===== src/rtl/seg7_time_mux.sv =====
`default_nettype none
// +-----------------------------------------------------------------------------+
// | seg7_time_mux : BCD time-of-day counter with load handshake and a scanned   |
// |                 seven-segment display. SEG7_TIME_BLANK_EN: blank MSD zero.  |
// | Revision      : 1.0                                                         |
// +-----------------------------------------------------------------------------+
module seg7_time_mux #(
   parameter int CLK_HZ   = 12500,
   parameter int DIGITS   = 6,
   parameter int SCAN_DIV = 16
) (
   input  logic                  clk_i,
   input  logic                  rst_ni,
   input  logic                  load_valid_i,
   output logic                  load_ready_o,
   input  logic [4*DIGITS-1:0]   load_time_i,
   output logic [4*DIGITS-1:0]   time_o,
   output logic                  sec_pulse_o,
   output logic                  err_o,
   output logic [6:0]            seg_o,
   output logic                  dp_o,
   output logic [DIGITS-1:0]     digit_sel_o
);

   localparam int C_PRESC_W = $clog2(CLK_HZ);
   localparam int C_SCAN_W  = (SCAN_DIV > 1) ? $clog2(SCAN_DIV) : 1;
   localparam int C_IDX_W   = $clog2(DIGITS);
   localparam int C_FIELDS  = DIGITS / 2;
   localparam int C_TW      = 4 * DIGITS;

   generate
      if (!(DIGITS == 2 || DIGITS == 4 || DIGITS == 6)) begin : g_bad_digits
         $error("seg7_time_mux: DIGITS must be 2, 4 or 6");
      end
      if (CLK_HZ < 4) begin : g_bad_clk_hz
         $error("seg7_time_mux: CLK_HZ must be at least 4");
      end
      if (SCAN_DIV < 1) begin : g_bad_scan_div
         $error("seg7_time_mux: SCAN_DIV must be at least 1");
      end
   endgenerate

   function automatic logic [6:0] seg_decode(input logic [3:0] n);
      logic [6:0] s;
      case (n)
         4'd0:    s = 7'h3F;
         4'd1:    s = 7'h06;
         4'd2:    s = 7'h5B;
         4'd3:    s = 7'h4F;
         4'd4:    s = 7'h66;
         4'd5:    s = 7'h6D;
         4'd6:    s = 7'h7D;
         4'd7:    s = 7'h07;
         4'd8:    s = 7'h7F;
         4'd9:    s = 7'h6F;
         default: s = 7'h00;
      endcase
      return s;
   endfunction

   // Field 2 is hours (limit 23); lower fields are seconds/minutes (limit 59).
   function automatic logic [C_TW-1:0] bcd_inc(input logic [C_TW-1:0] t);
      logic [C_TW-1:0] r;
      logic            carry;
      logic [7:0]      f;
      logic [7:0]      lim;
      r     = t;
      carry = 1'b1;
      for (int i = 0; i < C_FIELDS; i++) begin
         f   = t[8*i +: 8];
         lim = (i == 2) ? 8'h23 : 8'h59;
         if (carry) begin
            if (f == lim) begin
               r[8*i +: 8] = 8'h00;
            end else begin
               carry = 1'b0;
               if (f[3:0] == 4'd9) r[8*i +: 8] = {f[7:4] + 4'd1, 4'd0};
               else                r[8*i +: 8] = {f[7:4], f[3:0] + 4'd1};
            end
         end
      end
      return r;
   endfunction

   // Nibbles are checked first, so a plain compare of the BCD byte is exact.
   function automatic logic time_ok(input logic [C_TW-1:0] t);
      logic       ok;
      logic [7:0] f;
      logic [7:0] lim;
      ok = 1'b1;
      for (int i = 0; i < C_FIELDS; i++) begin
         f   = t[8*i +: 8];
         lim = (i == 2) ? 8'h23 : 8'h59;
         if (f[3:0] > 4'd9 || f[7:4] > 4'd9 || f > lim) ok = 1'b0;
      end
      return ok;
   endfunction

   logic [C_TW-1:0]      time_q, time_d;
   logic [C_PRESC_W-1:0] presc_q, presc_d;
   logic [C_SCAN_W-1:0]  scan_q, scan_d;
   logic [C_IDX_W-1:0]   idx_q, idx_d;
   logic                 ready_q, ready_d;
   logic                 pulse_q, pulse_d;
   logic                 err_q, err_d;
   logic [6:0]           seg_q, seg_d;
   logic                 dp_q, dp_d;
   logic [DIGITS-1:0]    sel_q, sel_d;
   logic                 load_fire;
   logic                 tc;
   logic [3:0]           nib;

   always_comb begin
      load_fire = load_valid_i && ready_q;
      tc        = (presc_q == C_PRESC_W'(CLK_HZ - 1));
      time_d    = time_q;
      presc_d   = tc ? '0 : presc_q + C_PRESC_W'(1);
      pulse_d   = 1'b0;
      err_d     = 1'b0;
      ready_d   = !load_fire;

      // A valid load overrides a coincident tick; a rejected one does not.
      if (load_fire && time_ok(load_time_i)) begin
         time_d  = load_time_i;
         presc_d = '0;
      end else begin
         if (tc) begin
            time_d  = bcd_inc(time_q);
            pulse_d = 1'b1;
         end
         if (load_fire) err_d = 1'b1;
      end

      scan_d = scan_q + C_SCAN_W'(1);
      idx_d  = idx_q;
      if (scan_q == C_SCAN_W'(SCAN_DIV - 1)) begin
         scan_d = '0;
         idx_d  = (idx_q == C_IDX_W'(DIGITS - 1)) ? '0 : idx_q + C_IDX_W'(1);
      end

      nib = 4'd0;
      for (int d = 0; d < DIGITS; d++) begin
         if (idx_q == C_IDX_W'(d)) nib = time_q[4*d +: 4];
      end
`ifdef SEG7_TIME_BLANK_EN
      seg_d = (idx_q == C_IDX_W'(DIGITS - 1) && nib == 4'd0) ? 7'h00 : seg_decode(nib);
`else
      seg_d = seg_decode(nib);
`endif
      sel_d = {{(DIGITS-1){1'b0}}, 1'b1} << idx_q;
      dp_d  = ((DIGITS > 2 && idx_q == C_IDX_W'(2)) || (DIGITS > 4 && idx_q == C_IDX_W'(4)))
              && (presc_q < C_PRESC_W'(CLK_HZ / 2));
   end

   always_ff @(posedge clk_i or negedge rst_ni) begin
      if (!rst_ni) begin
         time_q  <= '0;
         presc_q <= '0;
         scan_q  <= '0;
         idx_q   <= '0;
         ready_q <= 1'b0;
         pulse_q <= 1'b0;
         err_q   <= 1'b0;
         seg_q   <= '0;
         dp_q    <= 1'b0;
         sel_q   <= '0;
      end else begin
         time_q  <= time_d;
         presc_q <= presc_d;
         scan_q  <= scan_d;
         idx_q   <= idx_d;
         ready_q <= ready_d;
         pulse_q <= pulse_d;
         err_q   <= err_d;
         seg_q   <= seg_d;
         dp_q    <= dp_d;
         sel_q   <= sel_d;
      end
   end

   assign time_o       = time_q;
   assign load_ready_o = ready_q;
   assign sec_pulse_o  = pulse_q;
   assign err_o        = err_q;
   assign seg_o        = seg_q;
   assign dp_o         = dp_q;
   assign digit_sel_o  = sel_q;

endmodule
`default_nettype wire


===== config.mk =====
export PLATFORM = sky130hd
export DESIGN_NAME = seg7_time_mux
export DESIGN_NICKNAME = d
export VERILOG_FILES = /design/src/rtl/seg7_time_mux.sv
export SDC_FILE = /design/constraint.sdc
export NUM_CORES = 1
export LEC_CHECK = 0
export BUFFER_PORTS_ARGS = -buffer_cell sky130_fd_sc_hd__buf_2
export CORE_MARGIN = 2
export CORE_UTILIZATION = 49
export DETAILED_ROUTE_END_ITERATION = 8
export GPL_TIMING_DRIVEN = 0
export PLACE_DENSITY = 0.76
export SLEW_MARGIN = 15
export SYNTH_ARGS = -nofsm -noshare
export SYNTH_HDL_FRONTEND = slang
export SYNTH_SLANG_ARGS = --single-unit

===== constraint.sdc =====
create_clock -name clk_i -period 3.2 [get_ports clk_i]
set_clock_uncertainty 0.2 [all_clocks]
set_input_delay 0.48 -clock clk_i [delete_from_list [all_inputs] [get_ports clk_i]]
set_output_delay 0.48 -clock clk_i [all_outputs]
set_load 0.02 [all_outputs]

---- After elaboration in Yosys (flattened, before gate mapping) ----
Memories as Yosys holds them, arrays and structs flattened. A register that Yosys moved wholly into a read port is not among the register bits.
Cells that the tools add are included.
storage, ports and cells
  bits in registers ....................... 55
  memory bits (read-only) ................. 112
  input bits .............................. 27
  output and inout port bits .............. 41
  logic and storage cells ................. 106
  memories ................................ 1
memory list
  memory            words  width  read ports  clocked after Yosys merged registers in  wr ports  line  RTL
  (name not given)  16     7      1           1                                        0         45    case (n)
cells by class
  $add $sub $neg .......................... 9
  $lt $le $gt $ge ......................... 10
  equality and inequality tests ........... 13
  shift operators ......................... 1
  muxes and demuxes ....................... 34
  reduce and logical (&&, ||, !) cells .... 24
operator list
  operator                                                      number
  two-way mux 8 bit                                             8
  two-way mux 24 bit                                            2
  adder 4 x 1 -> 4 bit, second input constant                   7
  two-way mux 14 bit                                            2
  two-way mux 4 bit                                             7
  > comparator 4 bit, second input constant                     6
  == test 4 bit, second input constant                          4
  == test 8 x 7 -> 1 bit, second input constant                 2
  > comparator 8 x 7 -> 1 bit, second input constant            2
  adder 14 x 1 -> 14 bit, second input constant                 1
  == test 14 bit, second input constant                         1
  less-than comparator 14 x 13 -> 1 bit, second input constant  1
  two-way mux 1 bit                                             14
  nonzero test 3 bit                                            3
  == test 8 x 6 -> 1 bit, second input constant                 1
  > comparator 8 x 6 -> 1 bit, second input constant            1
  logical OR 1 bit                                              7
  == test 3 x 2 -> 1 bit, second input constant                 2
  == test 3 bit, second input constant                          2
  AND reduction 2 bit                                           3
  AND reduction 3 bit                                           2
  nonzero test 2 bit                                            3
  left shift 1 x 3 -> 6 bit, first input constant               1
  adder 3 x 1 -> 3 bit, second input constant                   1
  5 further kinds                                               8

---- Depth between registers and ports, before layout ----
  depth in word-level cells ............... 14
  gate-level depth with buffers ........... 11
  gate-level depth less buffers ........... 9

---- Worst setup path after synthesis ----
OpenSTA, ideal clock, no wires.
  path type ............................... register to register
  start ................................... register idx_q[0]
  end ..................................... register seg_q[2], in the netlist seg_o[2]
  setup time .............................. 0.097 ns
  data arrival time ....................... 2.806 ns
  required time ........................... 2.903 ns
  setup slack ............................. 0.096 ns
  stages on the path, launching flop included .. 12
  buffers on the path ..................... 2
  clock period less this slack ............ 3.104 ns
  cells stage by stage .................... dfrtp_1 -> buf_1 -> buf_1 -> and2_1 -> ha_1 -> nor2_1 -> a311oi_1 -> inv_1 -> ha_1 -> inv_1 -> o21ai_0 -> o31ai_1
on the way
  cells in the longest elaborated chain, start to end .. 7
  elaborated cells between the ends (all ways) .. 12
  classes of those cells .................. eq/ne (5); mux (6); reduce/logical (1)
ends and longest elaborated chain
  element                         line  RTL
  start, declared                 102   logic [C_IDX_W-1:0] idx_q, idx_d;
  start signal, assigned          171   idx_q <= idx_d;
  logical NOT 3 bit               143   if (idx_q == C_IDX_W'(d)) nib = time_q[4*d +: 4];
  two-way mux 4 bit (5 in a row)  143
  two-way mux 4 bit *             143
  end, declared                   106   logic [6:0] seg_q, seg_d;
Mark *: on every way between the ends. The rest lies on a longest branch, timed or not.
A chain may end at the register's enable or synchronous reset.

---- Worst setup path in the final report ----
  start ................................... register presc_q[0]
  end ..................................... register time_q[21], in the netlist time_o[21]
on the way
  cells in the longest elaborated chain, start to end .. 3
ends and longest elaborated chain
  element                               line  RTL
  start, declared                       100   logic [C_PRESC_W-1:0] presc_q, presc_d;
  start signal, assigned                169   presc_q <= presc_d;
  == test 14 bit                        115   tc = (presc_q == C_PRESC_W'(CLK_HZ - 1));
  nonzero test 2 bit (no source line)   n/a
  AND reduction 3 bit (no source line)  n/a
  end signal, assigned                  168   time_q <= time_d;
  end, declared                         99    logic [C_TW-1:0] time_q, time_d;
No other way between the ends.

==> impl_metrics.yaml <==
outcome:
  status: "completed"
floorplanning:
  die_y_um: 88.6
  rows: 30
  coreArea_sq_mm: 0.00687
  die_w_um: 88.6
  dieArea_sq_mm: 0.00785
  start_util: 0.511
  io_pins: 68
critical_path:
  required_ns: 3.24
  crit_fanout: 5
  reg2reg_depth: 6
  setup.worst_path.class: "flip-flop to flip-flop"
  reg2reg_setup_slack_ns: 0.08
  timing.rr.end: "time_o[21]"
  r2r_start: "presc_q[0]"
  end_kind: "flip-flop"
  cp-start-kind: "flip-flop"
  crit_arrival_ns: 3.15
global_route:
  antenna_found_initial: 0
  grt_pass1_vias: 2877
  grt_overflow_total: 0
  grt_pass1_wl_um: 13800
  grt.total_usage: 0.228
  grt_max_degree: 63
clock_tree:
  cts_buffers: 9
  clk_latency_ns: 0.34
  root_buffer: "clkbuf_8"
  postCtsSetupBuffers: 0
  clock_path_buffers: 2
  ctsHoldBuffers: 0
  clock-sinks: 62
  htreeDepth: 3
  path_clk_slew_ns: 0.07
  cts_tree: "built"
timing:
  slew_violations: 0
  hold_slack_ns: 0.0117
  rsz0062_at_grt: "false"
  tightest_slew_ns: 0.793
  slew_headroom: 0.471
  fin_ws_ns: 0.0848
  clock.fmax_mhz: 321
  setup_viol: 0
  hold_viol: 0
  fin_crit_sh: 0.974
  tns_ns: 0
  layout_min_cycle_time_ns: 3.12
place:
  dpl_worst_slack_ns: -0.557
  io_buffers: 67
  dpl.cell_count: 544
  dp_hpwl_um: 5920
  gp_congestion: 0.864
finish:
  drive_above_1_share: 0.216
  area_growth_pct: 20.5
  fin_cells: 559
  antennaDiodeCount: 0
  final_nets: 506
pwr:
  powerDensity_mw_per_mm2: 466
  power.total_mw: 1.97
  cellLeakagePower_nw: 1.97
  p_sw_uw: 572
  swShare: 0.290
  intPower_mw: 1.40
  irDropWorstVdd_uv: 269
  pwr-share-comb: 0.168
  p_clk_frac: 0.357
  seqPwrFrac: 0.474
synthesis:
  synthCells: 381
  synth-main-ff-cell: "dfrtp_1"
  ys_async_sr_fraction: 1.00
  synth_edf_count: 0
  synth-seq-area-share: 0.442
  synthTopCellsByArea: "dfrtp_1 44%, ha_1 7.5%, nor2_1 4.6%"
  netlist.area_leader.share: 0.442
  synth.ff_latch_count: 62
  syn_area_sq_mm: 0.00351
  syn-num-nets: 429
  yosys.area.top_type: "dfrtp_1"
  ys_types: 44
  yosysWarnings: 0
  avgSynthCellArea_sq_um: 9.21
routing:
  wl_per_cell_um: 14.7
  first_iter_violations: 204
  postRouteWirelength_um: 8220
  dr.pass1.iters: 4
  vias: 3082
  ant_nets: 0
  viasPerCell: 5.51
  drc_errors: 0
flow_run:
  cap_violations: 0
worst_hold_path:
  worstHoldPathType: "input pin to asynchronous set/reset pin"
what timing repair did:
action                                  in CTS  in global routing
cloned                                       0                  0
resized for setup                            6                  4
endpoints found under the setup margin       7                 14
pin swaps                                    0                  0
stage by stage:
stage,utilization,area (sq um)
2_1_floorplan,-,3510
3_3_place_gp,0.577,3960
3_5_place_dp,0.577,3970
4_1_cts,0.613,4210
5_1_grt,0.615,4230
6_report,0.615,4230
flip-flops by register name, indices dropped and copies added, names as in the netlist:
name          flops
time_o           24
idx_q             3
presc_q          14
seg_o             7
dp_o              1
load_ready_o      1
err_o             1
scan_q            4
digit_sel_o       6
sec_pulse_o       1
placed cells by master (no fill, tap or decap), types with 2 or more instances in the layout:
cell,synthesis,layout
nand3_1,17,17
mux2_2,4,4
clkbuf_1,11,13
a21oi_1,12,12
nor2_1,43,43
o21ai_0,24,24
nand3b_1,7,7
and2_1,4,4
nor4_1,6,6
nor3_1,11,11
nand2b_1,3,3
o31ai_1,4,4
a22oi_1,2,2
nor2b_1,2,2
xnor2_1,8,8
o22ai_1,5,5
o211ai_1,3,3
dfrtp_1,62,62
or2_2,3,3
nand4_1,5,5
nand2_1,39,39
and3_1,6,6
and3b_1,2,2
a31oi_1,10,10
inv_1,17,17
or4_4,2,2
mux2i_1,14,14
or3_1,6,6
buf_2,0,67
xor2_1,8,8
or4_1,5,5
ha_1,21,20
clkbuf_8,0,11
a311oi_4,0,2
area by class of cell:
| class | count | area (sq um) |
|---|---|---|
| fillers | 574 | 2640 |
| clock buffers | 13 | 159 |
| clock inverters | 3 | 42.5 |
| plain buffers | 12 | 46.3 |
| inverters | 17 | 63.8 |
| repair buffers | 67 | 338 |
| flip-flops and latches | 62 | 1550 |
| multi-input cells | 289 | 1910 |
| well taps | 96 | 120 |
worst max-delay path: stages (launching register included):
cell	delay, ns
dfrtp_1	0.39
ha_2	0.23
or4b_4	0.49
or4_4	0.57
or4_4	0.60
o21ai_2	0.19
mux2_2	0.34
worst max-delay path by stage:
stage	cells after the start	start	endpoint
floorplan	11	idx_q[0]	seg_o[2]
global placement	11	idx_q[0]	seg_o[2]
detailed placement	11	idx_q[0]	seg_o[2]
CTS	6	presc_q[0]	time_o[21]
global route	6	presc_q[0]	time_o[21]
finish	6	presc_q[0]	time_o[21]
per-layer routing:
layer	up-vias	wire length [um]	part of all wire	track usage
met3	11	406	0.049	0.0382
met1	1462	3790	0.46	0.319
met5	-	0	0	0
met4	0	108	0.013	0.0840
met2	92	3920	0.48	0.359
li1	1517	-	-	-
cells in the mapped netlist, types with 6 or more instances:
| cell type | n |
|---|---|
| mux2i_1 | 14 |
| or3_1 | 6 |
| dfrtp_1 | 62 |
| o21ai_0 | 24 |
| a21oi_1 | 12 |
| clkbuf_1 | 11 |
| nand3b_1 | 7 |
| nand2_1 | 39 |
| nor4_1 | 6 |
| xnor2_1 | 8 |
| ha_1 | 21 |
| a31oi_1 | 10 |
| inv_1 | 17 |
| nor2_1 | 43 |
| nand3_1 | 17 |
| nor3_1 | 11 |
| and3_1 | 6 |
| xor2_1 | 8 |
logic make-up (layout without fill, tap and decap cells):
logic type	count (synthesis)	in the layout	share of synthesized area
simple gates	166	166	0.241
mux	18	18	0.0528
fa+ha+maj	21	21	0.0749
xor+xnor	16	16	0.0399
flops	62	62	0.442
buf+inv	30	112	0.0321
compound gates	68	68	0.117
power by group through the flow:
stage	clock network, mW	registers, mW	logic (mW)
global placement	0	0.944	0.310
global route	0.746	0.949	0.379
finish	0.703	0.934	0.332
floorplan	0	0.958	0.195
CTS	0.712	0.931	0.328
detailed placement	0	0.945	0.321
(Power assumes the default switching activity.)
